==> config.mk <==
export PLATFORM = sky130hd
export DESIGN_NAME = normalize_iter
export DESIGN_NICKNAME = d
export VERILOG_FILES = /design/src/rtl/normalize_iter.sv
export SDC_FILE = /design/constraint.sdc
export NUM_CORES = 1
export LEC_CHECK = 0
export CAP_MARGIN = 0
export CORE_UTILIZATION = 45
export DETAILED_ROUTE_END_ITERATION = 6
export GPL_TIMING_DRIVEN = 0
export RECOVER_POWER = 25
export SYNTH_ARGS = -nofsm -noshare
export SYNTH_HDL_FRONTEND = slang
export SYNTH_SLANG_ARGS = --single-unit
==> constraint.sdc <==
create_clock -name clk -period 22 [get_ports clk]
set_input_delay 4.4 -clock clk [delete_from_list [all_inputs] [get_ports clk]]
set_output_delay 4.4 -clock clk [all_outputs]
set_load 0.005 [all_outputs]
==> src/rtl/normalize_iter.sv <==
// Iterative post-add normalizer feeding the rounder: folds a carry-out with sticky,
// or left-shifts out leading zeros up to STEP places per cycle without going below EMIN.
module normalize_iter #(
    parameter int INTn = 32,
    parameter int NEXP = 8,
    parameter int NSIG = 23,
    parameter int STEP = 8
) (
    input  logic                   clk,
    input  logic                   rst,
    input  logic                   in_valid,
    output logic                   in_ready,
    input  logic                   negIn,
    input  logic signed [NEXP+1:0] expIn,
    input  logic        [INTn:0]   sigIn,
    output logic                   out_valid,
    input  logic                   out_ready,
    output logic                   negOut,
    output logic signed [NEXP+1:0] expOut,
    output logic        [INTn-1:0] sigOut
);

    localparam logic [1:0] IDLE  = 2'd0;
    localparam logic [1:0] SHIFT = 2'd1;
    localparam logic [1:0] DONE  = 2'd2;

    localparam int EW  = NEXP + 2;
    localparam int LZW = $clog2(INTn + 1);
    localparam int CW  = (EW + 1 > LZW) ? EW + 1 : LZW + 1;

    localparam logic signed [EW-1:0] EMIN = EW'(2 - (1 << (NEXP - 1)));
    localparam logic signed [EW-1:0] ONE  = 1;

    if (STEP < 1 || STEP > INTn || NSIG >= INTn) begin : gParamCheck
        $error("normalize_iter: illegal parameter combination");
    end

    logic [1:0]             state;
    logic [CW-1:0]          lz;
    logic [CW-1:0]          room;
    logic [CW-1:0]          amt;
    logic signed [EW:0]     expDiff;
    logic [INTn-1:0]        sigShift;
    logic signed [EW-1:0]   expShift;

    // Leading-zero count of the working significand, saturated at the per-cycle step.
    function automatic logic [CW-1:0] leadZerosSat(input logic [INTn-1:0] v);
        logic [CW-1:0] n;
        logic          hit;
        n   = '0;
        hit = 1'b0;
        for (int i = INTn - 1; i >= 0; i--) begin
            if (!hit) begin
                if (v[i]) hit = 1'b1;
                else      n   = n + CW'(1);
            end
        end
        if (n > CW'(STEP)) n = CW'(STEP);
        return n;
    endfunction

    always_comb begin
        lz       = leadZerosSat(sigOut);
        expDiff  = $signed({expOut[EW-1], expOut}) - $signed({EMIN[EW-1], EMIN});
        room     = (!expDiff[EW] && (expDiff != '0)) ? CW'(expDiff) : '0;
        amt      = (lz < room) ? lz : room;
        sigShift = sigOut << amt;
        expShift = expOut - $signed(EW'(amt));
    end

    assign in_ready  = (state == IDLE);
    assign out_valid = (state == DONE);

    always_ff @(posedge clk or posedge rst) begin
        if (rst) begin
            state  <= IDLE;
            negOut <= 1'b0;
            expOut <= '0;
            sigOut <= '0;
        end else begin
            case (state)
                IDLE: begin
                    if (in_valid) begin
                        negOut <= negIn;
                        if (sigIn[INTn]) begin
                            // Right shift by one keeps the dropped bit as sticky in the LSB.
                            sigOut <= {sigIn[INTn:2], sigIn[1] | sigIn[0]};
                            expOut <= expIn + ONE;
                            state  <= DONE;
                        end else if (sigIn == '0) begin
                            sigOut <= '0;
                            expOut <= EMIN;
                            state  <= DONE;
                        end else begin
                            sigOut <= sigIn[INTn-1:0];
                            expOut <= expIn;
                            state  <= SHIFT;
                        end
                    end
                end
                SHIFT: begin
                    if (amt == '0) begin
                        state <= DONE;
                    end else begin
                        sigOut <= sigShift;
                        expOut <= expShift;
                        // Finish on the shift that normalizes or reaches EMIN; no idle check cycle.
                        if (sigShift[INTn-1] || (amt == room)) state <= DONE;
                    end
                end
                DONE: begin
                    if (out_ready) state <= IDLE;
                end
                default: state <= IDLE;
            endcase
        end
    end

endmodule

**After elaboration in Yosys (flattened, before gate mapping)**

Index checks and enable logic that the tools add are counted.

- Flip-flop bits (word level): 45
- Bits of input ports: 48
- Output and inout port bits: 45
- Word-level logic and storage cells: 204

- Add/subtract/negate cells: 34
- $lt $le $gt $ge: 2
- Equality and inequality tests: 7
- Shift operators: 1
- Muxes and demuxes: 144
- Bitwise logic cells: 1
- Reduce and logical (&&, ||, !) cells: 11

Operators by type and width:

| kind | number |
|---|---|
| $mux W11 | 65 |
| $add A11 B1 Y11 const B | 31 |
| $mux W32 | 4 |
| $pmux W32 S2 | 1 |
| $mux W1 | 62 |
| $mux W10 | 4 |
| $logic_not A33 Y1 | 1 |
| $shl A32 B11 Y32 | 1 |
| $pmux W10 S2 | 1 |
| $mux W2 | 6 |
| $eq A11 B11 Y1 | 1 |
| $gt A11 B4 Y1 const B | 1 |
| $logic_not A11 Y1 | 1 |
| $lt A11 B11 Y1 | 1 |
| $reduce_bool A11 Y1 | 1 |
| $sub A10 B8 Y11 const B | 1 |
| $add A10 B2 Y10 const B | 1 |
| $sub A10 B10 Y10 | 1 |
| $pmux W2 S3 | 1 |
| $reduce_and A3 Y1 | 2 |
| $ne A2 B2 Y1 const B | 2 |
| $ne A3 B3 Y1 const B | 1 |
| $eq A2 B1 Y1 const B | 1 |
| $eq A2 B2 Y1 const B | 1 |
| 8 further kinds | 8 |

**Longest topological paths before layout**

- Word-level depth: 103
- Gate-level depth with buffers: 113
- Mapped depth without buffers: 110

**Worst setup path after synthesis**

Ideal clock, no wire load.

- Path kind: reg-to-reg
- Start point: register sigOut[29]
- End point: register expOut[9]
- Library setup time: 79 ps
- Data arrival time: 18116 ps
- Data required time: 21921 ps
- Path slack: 3804 ps
- Cell stages (with the launch flop): 112
- Path buffers: 5
- Period minus slack after synthesis: 18196 ps
- Cell sequence: dfrtp_1 clkbuf_1 inv_1 a21oi_1 nor2_1 ha_1 nand2b_1 a211o_1 inv_1 ha_1 inv_1 o21ai_0 ha_1 a21oi_1 a21oi_1 ha_1 mux2i_1 nor3_1 (+76 left out) buf_2 nand2_4 inv_2 buf_2 buf_2 ha_1 a21o_1 a21o_1 a21oi_1 o21bai_1 a21oi_1 o21bai_1 a21o_1 a21oi_1 xnor2_1 nand3b_1 o21ai_0 a2bb2oi_1

- Longest elaborated chain between the ends: 96
- Elaborated cells on any way between the ends: 129
- Those cells by class: 30 x add/sub; 2 x order compare; 1 x eq/ne; 94 x mux; 2 x reduce/logical

Ends and longest elaborated chain:

| element | RTL line | source |
|---|---|---|
| start, declared | 20 | `output logic [INTn-1:0] sigOut` |
| start signal, assigned | 87 | `sigOut <= {sigIn[INTn:2], sigIn[1] \| sigIn[0]};` |
| start signal, assigned | 95 | `sigOut <= sigIn[INTn-1:0];` |
| start signal, assigned | 105 | `sigOut <= sigShift;` |
| $mux W11 | 54 | `if (v[i]) hit = 1'b1;` |
| $mux W11 | 53 | `if (!hit) begin` |
| $add A11 B1 Y11 | 55 | `else n = n + CW'(1);` |
| $mux W11 | 54 |  |
| $mux W11 | 53 |  |
| $add A11 B1 Y11 | 55 |  |
| $mux W11 | 54 |  |
| $mux W11 | 53 |  |
| (+80 left out) | n/a |  |
| $mux W11 (*) | 53 |  |
| $gt A11 B4 Y1 | 58 | `if (n > CW'(STEP)) n = CW'(STEP);` |
| $mux W11 (*) | 58 |  |
| $lt A11 B11 Y1 | 66 | `amt = (lz < room) ? lz : room;` |
| $mux W11 (*) | 66 |  |
| $sub A10 B10 Y10 / $logic_not A11 Y1 (equally long branches) | 68, 102 |  |
| $mux W10 / $ne A2 B2 Y1 (equally long branches) | n/a |  |
| $pmux W10 S2 / $reduce_and A3 Y1 (equally long branches) | n/a |  |
| end signal, assigned | 88 | `expOut <= expIn + ONE;` |
| end signal, assigned | 96 | `expOut <= expIn;` |
| end signal, assigned | 106 | `expOut <= expShift;` |
| end, declared | 19 | `output logic signed [NEXP+1:0] expOut,` |

Every way passes the cells marked *; elsewhere a longest branch is shown, timed or not. The select of a mux whose other input is x is not followed.
A chain may end at the register's enable or synchronous reset.

**Worst setup path in the final report**

- Start point: register sigOut[30]
- End point: register expOut[9]

- Longest elaborated chain between the ends: 99
- Elaborated cells on any way between the ends: 133
- Those cells by class: 31 x add/sub; 2 x order compare; 1 x eq/ne; 97 x mux; 2 x reduce/logical

Ends and longest elaborated chain:

| element | RTL line |
|---|---|
| $mux W11 | 54 |
| $mux W11 | 53 |
| $add A11 B1 Y11 | 55 |
| $mux W11 | 54 |
| $mux W11 | 53 |
| $add A11 B1 Y11 | 55 |
| $mux W11 | 54 |
| $mux W11 | 53 |
| (+83 left out) | n/a |
| $mux W11 (*) | 53 |
| $gt A11 B4 Y1 | 58 |
| $mux W11 (*) | 58 |
| $lt A11 B11 Y1 | 66 |
| $mux W11 (*) | 66 |
| $sub A10 B10 Y10 / $logic_not A11 Y1 (equally long branches) | 68, 102 |
| $mux W10 / $ne A2 B2 Y1 (equally long branches) | n/a |
| $pmux W10 S2 / $reduce_and A3 Y1 (equally long branches) | n/a |

Marks and branches as above.

==> metrics list <==
- The run finished with clean final reports.
* Post-CTS Hold Buffers: 0
- Timing would allow up to 49.1 MHz.
* Total gr overflow: 0
* Pin count of the biggest net entering global routing: 24
* Clock root buffer: sky130_fd_sc_hd__clkbuf_16
- Pre-antenna DRT Iters: 6
* Max stage delay on crit path: 0.52 ns
- The worst register-to-register path begins at sigOut[30].
* DRC violations left: 0
* Cell area after synthesis: 0.0104 mm²
- Transition time at the pin with the least slew margin: 1.40 ns
- The initial antenna violation count was 0.
- The wire-length estimate of the detail-placed layout is 31.3 mm.
* Share of final-layout standard cells stronger than drive strength 1: 8.94%
* Placed insts: 1797
- Top-area cell type share of the netlist area: 10.8%
- Endpoint of the worst-slack reg-to-reg timing path: expOut[9]
- Buffer levels on the longest clock path: 2
- After the flow finishes, the layout carries non-filler instances totaling 1807.
- Vias in the first global route: 10900
- Setup violations remaining at the end of the flow were counted as 0.
* Power Dens Cells: 142 mW/mm²
- After detailed routing, the total wire length is 38.6 mm.
* Die X: 154 µm
* End of the worst hold path: negOut
- sky130_fd_sc_hd__nor2_1 is the most common cell in the netlist.
* Number of distinct library cells after synthesis: 104
* Largest area contributor in the synthesized netlist: sky130_fd_sc_hd__dfrtp_1
* Detailed router's first-iteration violation count: 834
- The worst setup path is captured at a flip-flop.
- Tightest hold margin: 0.515 ns
* Critical path startpoint category: flip-flop
* TritonCTS clock tree: yes
* Clock Sinks: 45
- Largest driver fanout on the critical path: 10
- For this configuration, the core starts out at a cell density of 46.0%.
- Count of buffers inserted at the top-level ports: 91
- Y dimension of the die: 154 µm
* Instance count of the mapped netlist: 1414
- For this design the top-level I/O count stands at 93.
- Total global routing track utilization: 32.2%
- In the post-synthesis netlist, the biggest area contributors are sky130_fd_sc_hd__dfrtp_1 11%, sky130_fd_sc_hd__mux2i_1 8.5%, sky130_fd_sc_hd__ha_1 5.6%.
* Number of enable-type register cells in the synthesized netlist: 0
* Sequential area share after synthesis: 10.8%
- Across the routed clock network, the largest skew measured is 0.0113 ns.
- At the worst endpoint, the required time is 22.24 ns.
* Die footprint: 0.0238 mm²
- Routed wire length per instance: 21.4 µm
- Across all register-to-register paths, the minimum setup slack is 1.63 ns.
- The number of antenna diodes in the final layout is 0.
- For this run, the leading register cell type out of synthesis is sky130_fd_sc_hd__dfrtp_1.
- Fin Setup TNS: 0 ns
- For this run, the number of Yosys warnings is 0.
- Final std cell area, no fill: 0.0120 mm²
- The tool flagged a number of max-cap violations equal to 0.
- Relative to the synthesized area, the layout overhead comes to 14.8%.
- Slew margin rel.: 6.92%
- Fin nets: 1617
- The final number of max-transition violations was 0.
- The H-tree generated during clock tree synthesis spans 2 levels.
* Final Critical Period: 20.37 ns
* Worst hold path stage count: 1
- The placed instances occupy a cell area of 0.0118 mm².
- Post-detailed-route count of antenna-violating nets: 0
- Crit path kind: reg2reg
* Via count of the routed design: 11300
- Family with the most delay on the worst path: compound AO/OA/AOI/OAI gates
* Depth of the worst register-to-register path: 109
- Area of the core region: 0.0227 mm²
- Tcrit/Tclk final: 92.6%
* Total power draw: 1.70 mW
- After detailed routing, the number of vias per cell comes to 6.27.
* Fillcell total: 2307
- After clock tree synthesis, the clock-pin slew on the worst setup and hold paths is 0.07 ns.
* Startpoint of the lowest-slack hold path: negOut
- Number of failing hold endpoints at the final stage: 0
* Number of placement rows: 55
- After synthesis, the share of flip-flops with an asynchronous set or reset is 100%.
* Mean post-synth cell area: 7.39 µm²
- Cell occurring most often along the worst timing path: sky130_fd_sc_hd__ha_1
- For this design the static power due to leakage is 4.88 nW.
- Global-route wire length before repair: 60.7 mm
- Max rail drop VDD: 0.0854 mV
* Flip-flop and latch count after synthesis: 45
- Post-synth top cells: 142 x sky130_fd_sc_hd__nor2_1, 132 x sky130_fd_sc_hd__nand2_1, 99 x sky130_fd_sc_hd__a21oi_1
- Together, buffers and inverters on the worst path number 8.
- Endpoint arrival time on the critical path: 20.60 ns
- Cell with the largest stage delay on the worst path: sky130_fd_sc_hd__clkbuf_1
- Hold crit path type: reg2reg
- Buffers inserted during clock tree synthesis total 5.
* Clock insertion delay at the later pin of the skew report: 0.31 ns
* RD Place Congestion: 0.987
-- sequential cells by signal (all words and copies together), names as in the netlist --
name	flops
sigOut	32
expOut	10
state	2
negOut	1
-- through the flow --
step           utilization, %  setup slack, ns
5_1_grt                  52.8          -0.0568
2_1_floorplan               -             3.80
3_3_place_gp             51.7             1.04
3_5_place_dp             51.8            0.874
6_report                 52.8             1.63
4_1_cts                  52.6            0.815
-- cell type report --
| type | count | area [µm²] | share of cell area (%) |
|---|---|---|---|
| well taps | 285 | 357 | 2.97 |
| flip-flops and latches | 45 | 1130 | 9.40 |
| plain buffers | 87 | 394 | 3.29 |
| clock buffers | 5 | 125 | 1.04 |
| multi-input cells | 1236 | 8790 | 73.3 |
| repair buffers | 95 | 937 | 7.81 |
| inverters | 51 | 194 | 1.62 |
| clock inverters | 3 | 65.1 | 0.543 |
-- repair_timing --
action,4_1_cts,5_1_grt
setup endpoints to repair,0,44
gates resized for setup,0,14
buffers inserted,0,3
-- cells in the final DEF, fill, tap and decap left out, types with 10 or more instances in the layout --
cell type and instances:
sky130_fd_sc_hd__nor2_1 142, sky130_fd_sc_hd__nand2_1 132, sky130_fd_sc_hd__a21oi_1 97, sky130_fd_sc_hd__clkdlybuf4s50_1 90, sky130_fd_sc_hd__mux2i_1 89, sky130_fd_sc_hd__o21ai_0 84
sky130_fd_sc_hd__nand3_1 56, sky130_fd_sc_hd__nor3_1 55, sky130_fd_sc_hd__clkbuf_1 53, sky130_fd_sc_hd__xnor2_1 52, sky130_fd_sc_hd__inv_1 47, sky130_fd_sc_hd__ha_1 47
sky130_fd_sc_hd__dfrtp_1 44, sky130_fd_sc_hd__mux2_2 28, sky130_fd_sc_hd__nand2b_1 25, sky130_fd_sc_hd__xor2_1 25, sky130_fd_sc_hd__buf_2 23, sky130_fd_sc_hd__nor4_1 22
sky130_fd_sc_hd__and3_1 21, sky130_fd_sc_hd__o211ai_1 18, sky130_fd_sc_hd__nand4_1 17, sky130_fd_sc_hd__xnor3_1 16, sky130_fd_sc_hd__a21o_1 16, sky130_fd_sc_hd__or2_2 15
sky130_fd_sc_hd__a31oi_1 15, sky130_fd_sc_hd__nor2b_1 13, sky130_fd_sc_hd__or3_1 13, sky130_fd_sc_hd__o22ai_1 12, sky130_fd_sc_hd__and2_1 11, sky130_fd_sc_hd__o21ai_1 10
-- logic make-up after synthesis --
kind of cell / after synthesis / share of synthesized area (%)
AND/OR/NAND/NOR: 571 / 27.5
AO/OA/AOI/OAI: 376 / 24.3
buffers and inverters: 139 / 5.63
multiplexers: 128 / 13.8
XOR/XNOR: 103 / 11.9
adder cells (fa/ha/maj): 50 / 6.01
flip-flops: 45 / 10.8
other: 2 / 0.0719
-- power breakdown --
| group | internal [mW] | switching, mW | total [mW] |
|---|---|---|---|
| sequential | 0.124 | 0.0665 | 0.190 |
| clock | 0.0651 | 0.0392 | 0.104 |
| combinational | 0.544 | 0.860 | 1.40 |
| total | 0.733 | 0.966 | 1.70 |
-- worst max path at each step --
stage / slack (ns) / start / cells past startpoint / end
2_1_floorplan: 3.80 / sigOut[29] / 111 / expOut[9]
3_3_place_gp: 1.04 / sigOut[29] / 112 / expOut[9]
3_5_place_dp: 0.87 / sigOut[29] / 112 / expOut[9]
4_1_cts: 0.81 / sigOut[29] / 112 / expOut[9]
5_1_grt: -0.06 / sigOut[30] / 112 / expOut[9]
6_report: 1.63 / sigOut[30] / 109 / expOut[9]
-- metal layers --
layer | GRT usage, % | share of wire [%]
met1 | 42.9 | 45
met2 | 53.9 | 46
met3 | 3.33 | 5.5
met4 | 11.8 | 3.9
met5 | 0 | 0
-- worst reg2reg max path, delay by kind of cell, from the launching register on --
kind | cells | cell delay (ns)
buf+inv | 8 | 1.79
compound gates | 42 | 7.50
xor+xnor | 7 | 1.35
flops | 1 | 0.40
fa+ha+maj | 16 | 4.78
mux | 6 | 1.07
simple gates | 30 | 3.43
No activity file was read; power rests on OpenSTA's default activity.
